## config.mk

```make
export PLATFORM = sky130hd
export DESIGN_NAME = branch_predict_npc
export DESIGN_NICKNAME = d
export VERILOG_FILES = /design/src/rtl/npc_pkg.sv /design/src/rtl/branch_cmp.sv /design/src/rtl/branch_predict_npc.sv
export SDC_FILE = /design/constraint.sdc
export NUM_CORES = 2
export LEC_CHECK = 0
export ABC_AREA = 1
export CORE_MARGIN = 2
export CORE_UTILIZATION = 24
export CTS_CLUSTER_DIAMETER = 200
export DETAILED_ROUTE_END_ITERATION = 8
export SLEW_MARGIN = 0
export SYNTH_ARGS = -nofsm -noshare
export SYNTH_HDL_FRONTEND = slang
export SYNTH_SLANG_ARGS = --single-unit
export TNS_END_PERCENT = 50
```

## constraint.sdc

```tcl
create_clock -name clk -period 5.3 [get_ports clk]
set_input_delay 0.795 -clock clk [delete_from_list [all_inputs] [get_ports clk]]
set_output_delay 0.795 -clock clk [all_outputs]
set_load 0.05 [all_outputs]
```

## src/rtl/npc_pkg.sv

```systemverilog
// Shared encodings, BTB entry layout and small helpers for the next-PC unit.
package npc_pkg;

    localparam int unsigned PC_W   = 32;
    localparam int unsigned WORD_W = 30;
    localparam int unsigned CTR_W  = 2;

    typedef enum logic [1:0] {
        KIND_NONE = 2'b00,
        KIND_BR   = 2'b01,
        KIND_J    = 2'b10,
        KIND_JR   = 2'b11
    } kind_e;

    typedef enum logic [2:0] {
        CMP_BEQ  = 3'b000,
        CMP_BNE  = 3'b001,
        CMP_BGEZ = 3'b100,
        CMP_BGTZ = 3'b101,
        CMP_BLEZ = 3'b110,
        CMP_BLTZ = 3'b111
    } cmp_e;

    localparam logic [CTR_W-1:0] CTR_ALLOC_BR = 2'b10;
    localparam logic [CTR_W-1:0] CTR_STRONG   = 2'b11;
    localparam logic [CTR_W-1:0] CTR_MAX      = 2'b11;
    localparam logic [CTR_W-1:0] CTR_MIN      = 2'b00;

    // Tag holds the word address above the index bits, zero-extended to 30 bits.
    typedef struct packed {
        logic              valid;
        logic [WORD_W-1:0] tag;
        logic [WORD_W-1:0] target;
        logic [CTR_W-1:0]  ctr;
    } btb_entry_t;

    function automatic logic [WORD_W-1:0] tag_of(input logic [WORD_W-1:0] word,
                                                 input int unsigned        idx_w);
        return word >> idx_w;
    endfunction

    function automatic logic [CTR_W-1:0] ctr_step(input logic [CTR_W-1:0] ctr,
                                                  input logic             up);
        logic [CTR_W-1:0] res;
        res = ctr;
        if (up) begin
            if (ctr != CTR_MAX) res = CTR_W'(ctr + CTR_W'(1));
        end else begin
            if (ctr != CTR_MIN) res = CTR_W'(ctr - CTR_W'(1));
        end
        return res;
    endfunction

endpackage

```

## src/rtl/branch_cmp.sv

```systemverilog
// Combinational branch condition evaluator; undefined opcodes resolve not-taken.
module branch_cmp
    import npc_pkg::*;
(
    input  logic [31:0] a,
    input  logic [31:0] b,
    input  logic [2:0]  cmpop,
    output logic        taken
);

    logic a_zero;
    logic a_neg;

    always_comb begin
        a_zero = (a == 32'd0);
        a_neg  = a[31];
        taken  = 1'b0;
        case (cmpop)
            CMP_BEQ:  taken = (a == b);
            CMP_BNE:  taken = (a != b);
            CMP_BGEZ: taken = ~a_neg;
            CMP_BGTZ: taken = ~a_neg & ~a_zero;
            CMP_BLEZ: taken = a_neg | a_zero;
            CMP_BLTZ: taken = a_neg;
            default:  taken = 1'b0;
        endcase
    end

endmodule

```

## src/rtl/branch_predict_npc.sv

```systemverilog
// Next-PC unit: direct-mapped BTB with 2-bit counters, D-stage resolution and redirect.
// Optional statistics counters are enabled with the BRANCH_STATS_EN macro.
module branch_predict_npc
    import npc_pkg::*;
#(
    parameter int unsigned ENTRIES  = 16,
    parameter logic [1:0]  CTR_INIT = 2'b01
`ifdef BRANCH_STATS_EN
    ,
    parameter int unsigned STAT_W   = 32
`endif
) (
    input  logic        clk,
    input  logic        reset,
    input  logic [31:0] f_pc,
    output logic        f_pred_taken,
    output logic [31:0] f_pred_pc,
    input  logic        d_valid,
    input  logic        d_stall,
    input  logic [31:0] d_pc4,
    input  logic [25:0] d_i26,
    input  logic [1:0]  d_kind,
    input  logic [2:0]  d_cmpop,
    input  logic [31:0] d_rs,
    input  logic [31:0] d_rt,
    input  logic [31:0] d_pred_pc,
    output logic        redirect,
    output logic [31:0] redirect_pc
`ifdef BRANCH_STATS_EN
    ,
    output logic [STAT_W-1:0] stat_br,
    output logic [STAT_W-1:0] stat_miss
`endif
);

    localparam int unsigned IDX_W = $clog2(ENTRIES);

    btb_entry_t btb_q [ENTRIES];
    btb_entry_t btb_d [ENTRIES];

    logic [IDX_W-1:0]  f_idx;
    logic [WORD_W-1:0] f_tag;
    btb_entry_t        f_ent;
    logic              f_hit;

    logic [WORD_W-1:0] d_word;
    logic [IDX_W-1:0]  d_idx;
    logic [WORD_W-1:0] d_tag;
    btb_entry_t        d_ent;
    logic              d_hit;
    logic              d_fire;

    logic [31:0] br_target;
    logic [31:0] j_target;
    logic [31:0] d_target;
    logic        d_taken;
    logic        cmp_taken;
    logic [31:0] actual_pc;

    btb_entry_t new_ent;
    logic       wr_en;

    // Fetch lookup sees only pre-edge table contents.
    always_comb begin
        f_idx        = f_pc[IDX_W+1:2];
        f_tag        = tag_of(f_pc[31:2], IDX_W);
        f_ent        = btb_q[f_idx];
        f_hit        = f_ent.valid && (f_ent.tag == f_tag);
        f_pred_taken = f_hit && f_ent.ctr[1];
        f_pred_pc    = f_pred_taken ? {f_ent.target, 2'b00} : (f_pc + 32'd4);
    end

    branch_cmp u_cmp (
        .a     (d_rs),
        .b     (d_rt),
        .cmpop (d_cmpop),
        .taken (cmp_taken)
    );

    // D stage works on the instruction's own PC, recovered from PC+4.
    always_comb begin
        d_word    = d_pc4[31:2] - 30'd1;
        d_idx     = d_word[IDX_W-1:0];
        d_tag     = tag_of(d_word, IDX_W);
        d_ent     = btb_q[d_idx];
        d_hit     = d_ent.valid && (d_ent.tag == d_tag);
        d_fire    = d_valid & ~d_stall;
        br_target = d_pc4 + {{14{d_i26[15]}}, d_i26[15:0], 2'b00};
        j_target  = {d_pc4[31:28], d_i26, 2'b00};
    end

    always_comb begin
        d_taken  = 1'b0;
        d_target = d_pc4;
        case (d_kind)
            KIND_BR: begin
                d_taken  = cmp_taken;
                d_target = br_target;
            end
            KIND_J: begin
                d_taken  = 1'b1;
                d_target = j_target;
            end
            KIND_JR: begin
                d_taken  = 1'b1;
                d_target = d_rs;
            end
            default: begin
                d_taken  = 1'b0;
                d_target = d_pc4;
            end
        endcase
        actual_pc   = d_taken ? d_target : d_pc4;
        redirect    = d_fire & (actual_pc != d_pred_pc);
        redirect_pc = actual_pc;
    end

    // Training: one entry at the D index may be rewritten per resolved instruction.
    always_comb begin
        new_ent = d_ent;
        wr_en   = 1'b0;
        if (d_fire) begin
            case (d_kind)
                KIND_BR: begin
                    if (d_hit) begin
                        new_ent.ctr    = ctr_step(d_ent.ctr, cmp_taken);
                        new_ent.target = br_target[31:2];
                        wr_en          = 1'b1;
                    end else if (cmp_taken) begin
                        new_ent.valid  = 1'b1;
                        new_ent.tag    = d_tag;
                        new_ent.target = br_target[31:2];
                        new_ent.ctr    = CTR_ALLOC_BR;
                        wr_en          = 1'b1;
                    end
                end
                KIND_J, KIND_JR: begin
                    new_ent.valid  = 1'b1;
                    new_ent.tag    = d_tag;
                    new_ent.target = d_target[31:2];
                    new_ent.ctr    = CTR_STRONG;
                    wr_en          = 1'b1;
                end
                default: begin
                    if (d_hit) begin
                        new_ent.valid = 1'b0;
                        wr_en         = 1'b1;
                    end
                end
            endcase
        end
    end

    always_comb begin
        btb_d = btb_q;
        if (wr_en) btb_d[d_idx] = new_ent;
    end

    always_ff @(posedge clk) begin
        if (reset) begin
            for (int unsigned i = 0; i < ENTRIES; i++) begin
                btb_q[IDX_W'(i)] <= '{valid: 1'b0, tag: '0, target: '0, ctr: CTR_INIT};
            end
        end else begin
            btb_q <= btb_d;
        end
    end

`ifdef BRANCH_STATS_EN
    logic [STAT_W-1:0] stat_br_q;
    logic [STAT_W-1:0] stat_br_d;
    logic [STAT_W-1:0] stat_miss_q;
    logic [STAT_W-1:0] stat_miss_d;

    // Counters wrap naturally at 2^STAT_W.
    always_comb begin
        stat_br_d   = stat_br_q + STAT_W'(d_fire && (d_kind != KIND_NONE));
        stat_miss_d = stat_miss_q + STAT_W'(redirect);
    end

    always_ff @(posedge clk) begin
        if (reset) begin
            stat_br_q   <= '0;
            stat_miss_q <= '0;
        end else begin
            stat_br_q   <= stat_br_d;
            stat_miss_q <= stat_miss_d;
        end
    end

    assign stat_br   = stat_br_q;
    assign stat_miss = stat_miss_q;
`endif

endmodule
```

After elaboration in Yosys (flattened, before gate mapping):

Index checks and enable logic that the tools add are counted.

* $add $sub $neg: 5
* $lt $le $gt $ge: 3
* equality and inequality tests: 14
* multiplexer cells: 29
* bitwise operators: 9
* reductions and logical operators: 8

Operators by type and width (count)
* 1008-bit bitwise mux: 1
* 63-bit binary-select mux with 4-bit select: 2
* 63-bit 2-to-1 mux: 7
* 63-bit demux with 4-bit select: 1
* 62-bit case mux with 2 select lines: 1
* 32-bit 2-to-1 mux: 3
* 32-bit case mux with 3 select lines: 1
* 32-bit != test: 2
* 30-bit by 26-bit equality test with 1-bit output: 2
* 32-bit by 3-bit adder with 32-bit output (second input constant): 1
* 32-bit adder: 1
* 32-bit equality test: 1
* 32-bit zero test: 1
* 31-bit 2-to-1 mux: 1
* 30-bit by 1-bit subtractor with 30-bit output (second input constant): 1
* 3-bit equality test (second input constant): 4
* 5-bit greater-or-equal comparator (second input constant): 2
* 4-bit NOT with 5-bit output: 2
* 2-bit 2-to-1 mux: 3
* 1-bit case mux with 2 select lines: 3
* 1-bit case mux with 6 select lines: 1
* 5-bit by 1-bit less-than comparator with 1-bit output (second input constant): 1
* 1-bit 2-to-1 mux: 5
* 2-bit equality test (second input constant): 2
* 12 further kinds: 19

* register bits: 1008
* input bits: 195
* output and inout bits: 66
* word-level logic and storage cells: 132

Logic depth before layout (Yosys ltp):

* depth in word-level cells: 12
* gate-level depth with buffers: 34
* gate-level depth less buffers: 25

Cells and area by module:

Synthesis repeated with hierarchy kept, for this count alone.

* cells, all modules: 10729
* area total of the unflattened synthesis: 64530.6 µm²

Modules (own cells, without submodules)
* branch_predict_npc: times used 1, cells an instance 10593, area an instance 63861.2 µm², sequential area each 20179.4 µm²
* branch_cmp: times used 1, cells an instance 136, area an instance 669.4 µm², sequential area each 0.0 µm²

Worst setup path before layout:

OpenSTA, ideal clock, no wires.

* path type: input to output
* start: input port f_pc[2]
* end: output port f_pred_pc[7]
* arrival: 4160 ps
* data required time: 4505 ps
* slack: 345 ps
* stages on the path: 16
* buffers on the path: 5
* cells stage by stage: buf_2 inv_1 buf_2 buf_2 clkbuf_1 nor2_1 o22ai_1 nand2_1 nand4_1 inv_1 nor4_1 nand3_1 nor2_1 inv_1 clkbuf_1 o21ai_0

* cells in the longest elaborated chain, start to end: 8
* elaborated cells between the ends (all ways): 9
* classes of those cells: add/sub (1); eq/ne (1); mux (4); bitwise (1); reduce/logical (2)

Ends and longest elaborated chain
* from (decl): RTL line branch_predict_npc.sv:15 `input logic [31:0] f_pc,`
* 4-bit NOT with 5-bit output (not written as such): RTL line branch_predict_npc.sv:67 `f_ent = btb_q[f_idx];`
* 63-bit binary-select mux with 4-bit select: RTL line branch_predict_npc.sv:67
* 63-bit 2-to-1 mux (not written as such) (2 in a row): RTL line branch_predict_npc.sv:67
* 30-bit by 26-bit equality test with 1-bit output: RTL line branch_predict_npc.sv:68 `f_hit = f_ent.valid && (f_ent.tag == f_tag);`
* 1-bit logical AND: RTL line branch_predict_npc.sv:68
* 1-bit logical AND: RTL line branch_predict_npc.sv:69 `f_pred_taken = f_hit && f_ent.ctr[1];`
* 32-bit 2-to-1 mux *: RTL line branch_predict_npc.sv:70 `f_pred_pc = f_pred_taken ? {f_ent.target, 2'b00} : (f_pc + 32'd4);`
* to (decl): RTL line branch_predict_npc.sv:17 `output logic [31:0] f_pred_pc,`

Mark *: on every way between the ends. The rest lies on a longest branch, timed or not. The select of a mux whose other input is x is not followed.

Worst setup path after layout:

* start: input port d_rs[20]
* end: output port redirect

* cells in the longest elaborated chain, start to end: 8
* elaborated cells between the ends (all ways): 12
* classes of those cells: eq/ne (3); mux (4); bitwise (4); reduce/logical (1)

Ends and longest elaborated chain
* from (decl): RTL line branch_predict_npc.sv:24 `input logic [31:0] d_rs,`
* 32-bit zero test: RTL line branch_cmp.sv:15 `a_zero = (a == 32'd0);`
* 1-bit NOT: RTL line branch_cmp.sv:22 `CMP_BGTZ: taken = ~a_neg & ~a_zero;`
* 1-bit bitwise AND: RTL line branch_cmp.sv:22
* 1-bit case mux with 6 select lines: RTL line branch_cmp.sv:18 `case (cmpop)`
* 1-bit case mux with 2 select lines: RTL line branch_predict_npc.sv:95 `case (d_kind)`
* 32-bit 2-to-1 mux *: RTL line branch_predict_npc.sv:113 `actual_pc = d_taken ? d_target : d_pc4;`
* 32-bit != test *: RTL line branch_predict_npc.sv:114 `redirect = d_fire & (actual_pc != d_pred_pc);`
* 1-bit bitwise AND *: RTL line branch_predict_npc.sv:114
* to (decl): RTL line branch_predict_npc.sv:27 `output logic redirect,`

Mark *: on every way between the ends. The rest lies on a longest branch, timed or not.

==> results.md <==
- The flow ran to the end, but the final reports show violations.
- The final reports fail on setup timing.
- The leakage power total is 34.4 nW.
- Counting the buffers created by CTS gives 116.
- The final clock skew is 0.0916 ns.
- The startpoint identified for the worst hold timing path is reset.
- In the final timing run, aggregate negative setup slack is -0.0209 ns.
- The hold violation count in the final report was 0.
- The share of flip-flops with an asynchronous set or reset after synthesis is 0%.
- The via-per-instance ratio is 5.22.
- The largest registers in the layout are btb_q x1008.
- For this design, the sink count on the clock tree is 1008.
- In this run the tightest slew margin relative to its limit is 11.5%.
- The largest net degree at the start of global routing is 221.
- The worst reg2reg path startpoint is btb_q[164]$_SDFFE_PP0P_.
- The half-perimeter wire length after placement is 220000 um.
- The top achievable clock speed is 0.188 GHz.
- Setup repair after global routing could not meet its margin everywhere.
- The final worst hold slack is 0.348 ns.
- The number of nets handed over by synthesis was 11200.
- The count of state elements after synthesis is 1008.
- STA puts the critical path data arrival time at 4.53 ns.
- The first global-routing pass estimated 476000 um of wire.
- The count of maximum capacitance violations is 0.
- The number of slew-limit violations in the final report is 0.
- The H-tree generated during clock tree synthesis spans 3 levels.
- The floorplan die width is 527 um.
- Global routing used 22.7% of the available tracks across all layers.
- The worst register-to-register path ends at btb_q[701]$_SDFFE_PP0P_.
- The first routing iteration left 10400 violations.
- The ratio of final minimum period to clock period is 100%.
- For the finished layout, the period the worst path requires is 5.32 ns.
- The number of flip-flops in the largest register is 1008.
- The data required time of the critical path is 4.51 ns.
- dfxtp_1 takes more of the synthesized area than any other cell.
- The die covers 278000 um2.
- The total congestion overflow after global routing is 0.
- The initial cell density of the core is 24.2%.
- The count of antenna-violating nets left after detailed routing is 0.
- The final routed DRC violation total is 0.
- The average cell area after synthesis is 6.01 um2.
- The setup slack after layout is -0.0209 ns.
- The unique cell type count in the Yosys netlist is 56.
- The share of synthesized area in the top cell type comes to 30.8%.
- Once layout is complete, the utilization of the core stands at 29.7%.
- The wire length per cell is 22.4 um.
- Leaving out fill and tap cells, the most frequent cells in the layout are 2105 x nand2_1, 1762 x a21oi_1, 1482 x inv_1, 1302 x o21ai_0, 1146 x nand3_1.
- In the post-synthesis netlist, the biggest area contributors are dfxtp_1 31%, a21oi_1 13%, nand2_1 12%, o21ai_0 10%, nand3_1 8.8%.
- The number of global-route vias before repair is 68100.
- The final layout contains routed wiring with a total length of 330000 um.
- The fraction of layout instances using a drive strength above 1 is 8.74%.
- Counting cells, the worst reg-to-reg path comes to 23.
- The net count of the finished layout is 11300.
- The top flip-flop cell by instance count after synthesis is dfxtp_1.
- The source of the critical timing path is d_rs[20].
- Post-CTS repair changed the size of 12 cells.
- The worst setup path is of the in2out kind.
- The via count is 76900.
- The die boundary height is 527 um.
- The combined area of all synthesized cells is 65600 um2.
- The highest net fanout along the worst path is 7.
- The slew at the pin closest to its max-slew limit is 1.33 ns.
- Port buffering added 260 buffers.
- The total of hold buffers inserted after clock tree synthesis is 0.
- STA classifies the critical path startpoint as a primary input.
- The initial antenna violation count is 30.
- The clock root buffer master is clkbuf_16.
- The floorplan has 191 rows.
- The areal power density over the cells is 265 nW/um2.
- For hold timing, the worst endpoint is btb_q[629]$_SDFFE_PP0P_.
- Summing the sequential cell areas from Yosys gives 30.8% of the chip area.
- TritonCTS built the clock tree.
- The clock edge transition at the registers on the reported setup and hold paths is 0.06 ns.
- Routability-driven placement finished with a final weighted congestion of 1.00.
- Across the VDD grid, the largest voltage drop is 357 uV.
- The post-synthesis cell count is 10900.
- Timing analysis after detailed placement gives a worst setup slack of -0.522 ns.
- The number of warning messages in the yosys log is 0.
- The number of endpoints failing setup at the final stage is 1.
- The signed area change from the synthesized netlist to the final layout is 22.8%.
- The number of enable-type register cells in the synthesized netlist is 0.
- During I/O placement, the number of pins put on the boundary was 261.
- The worst setup path is captured at an output port.
- The clock passes through at most 3 buffers.
- The min-delay analysis places its worst path in the category in2reg.
- The buffer count from post-CTS setup fixing is 0.
- The worst hold path stage count is 2.
- The library cell used most frequently in the layout, excluding fill and tap cells, is nand2_1.
- After floorplanning, the core was sized to cover 271000 um2.
- For flop-to-flop paths, the worst setup slack is 1.85 ns.
- The register with the most flip-flops in the final layout is btb_q.
- The insertion delay to the later sink of the worst-skew pair is 0.82 ns.
- The first detailed-routing pass ran for 6 iterations.
==> per-layer routing <==
layer  GRT usage [%]  vias up  wire, um
met4            10.7       44     17200
met1            30.7    35500    136000
met5               0        -       281
met3            5.73      832     40400
met2            33.4     4457    136000
li1                -    36100         -
==> worst max path at each step <==
stage,endpoint,depth (start not counted)
2_1_floorplan,f_pred_pc[7],16
4_1_cts,redirect,26
6_report,redirect,24
3_3_place_gp,f_pred_pc[7],15
5_1_grt,redirect,23
3_5_place_dp,f_pred_pc[7],20
==> kinds of logic (layout without fill, tap and decap cells) <==
| logic type | Yosys count | in the layout | synth area share [%] |
|---|---|---|---|
| compound gates | 3324 | 3324 | 26.3 |
| xor+xnor | 85 | 85 | 1.13 |
| fa+ha+maj | 35 | 35 | 0.679 |
| buf+inv | 2373 | 2602 | 14.3 |
| flops | 1008 | 1008 | 30.8 |
| other cells | 0 | 9 | 0 |
| simple gates | 4096 | 4096 | 26.8 |
==> area by class of cell <==
class | count | area (um2)
antenna | 9 | 22.5
clock buffer | 183 | 3570
clock inverter | 30 | 484
fill | 29800 | 191000
inverter | 1502 | 5690
multi-input combinational | 7540 | 36300
sequential | 1008 | 20200
tap | 3570 | 4470
timing repair buffer | 887 | 9830
==> power breakdown <==
group / leakage, nW / switching, mW / internal, mW
Clock: 2.00 / 3.65 / 5.04
Sequential: 8.13 / 0.0352 / 7.64
Combinational: 24.3 / 3.47 / 1.51
Total: 34.4 / 7.15 / 14.2
==> cell usage after synthesis, types with 58 or more instances <==
master,instances
buf_2,233
nand3_1,1150
clkbuf_1,522
o22ai_1,58
a21oi_1,1763
nand4_1,92
dfxtp_1,1008
buf_1,73
nor3_1,90
o211ai_1,64
nand2_1,2111
inv_1,1487
o21ai_0,1307
nor2_1,577
==> critical path, cell delays in order <==
cell and delay, ns:
clkdlybuf4s50_1 0.48, buf_4 0.17, xnor2_1 0.14, nand2_1 0.08, nor2_1 0.21, buf_4 0.20, nand2_1 0.06, nor2_1 0.14
nand2_1 0.07, nand2_1 0.13, nand3_4 0.16, nand2_2 0.15, nand2_1 0.12, buf_12 0.19, nand2_1 0.08, nand3b_1 0.08
nand2_1 0.10, nand3_1 0.10, nor2_2 0.28, nand2_2 0.19, nor2_4 0.22, buf_4 0.13, nor2_1 0.06, buf_4 0.20
==> stage by stage <==
step	cell area (um2)	std cells	power, mW
after floorplan	65600	10900	10.4
after global placement	76400	14500	12.6
after detailed placement	76400	14500	12.6
after CTS	80500	14700	21.2
after global routing	80500	14700	22.0
final	80500	14700	21.3
(Power assumes the default switching activity.)
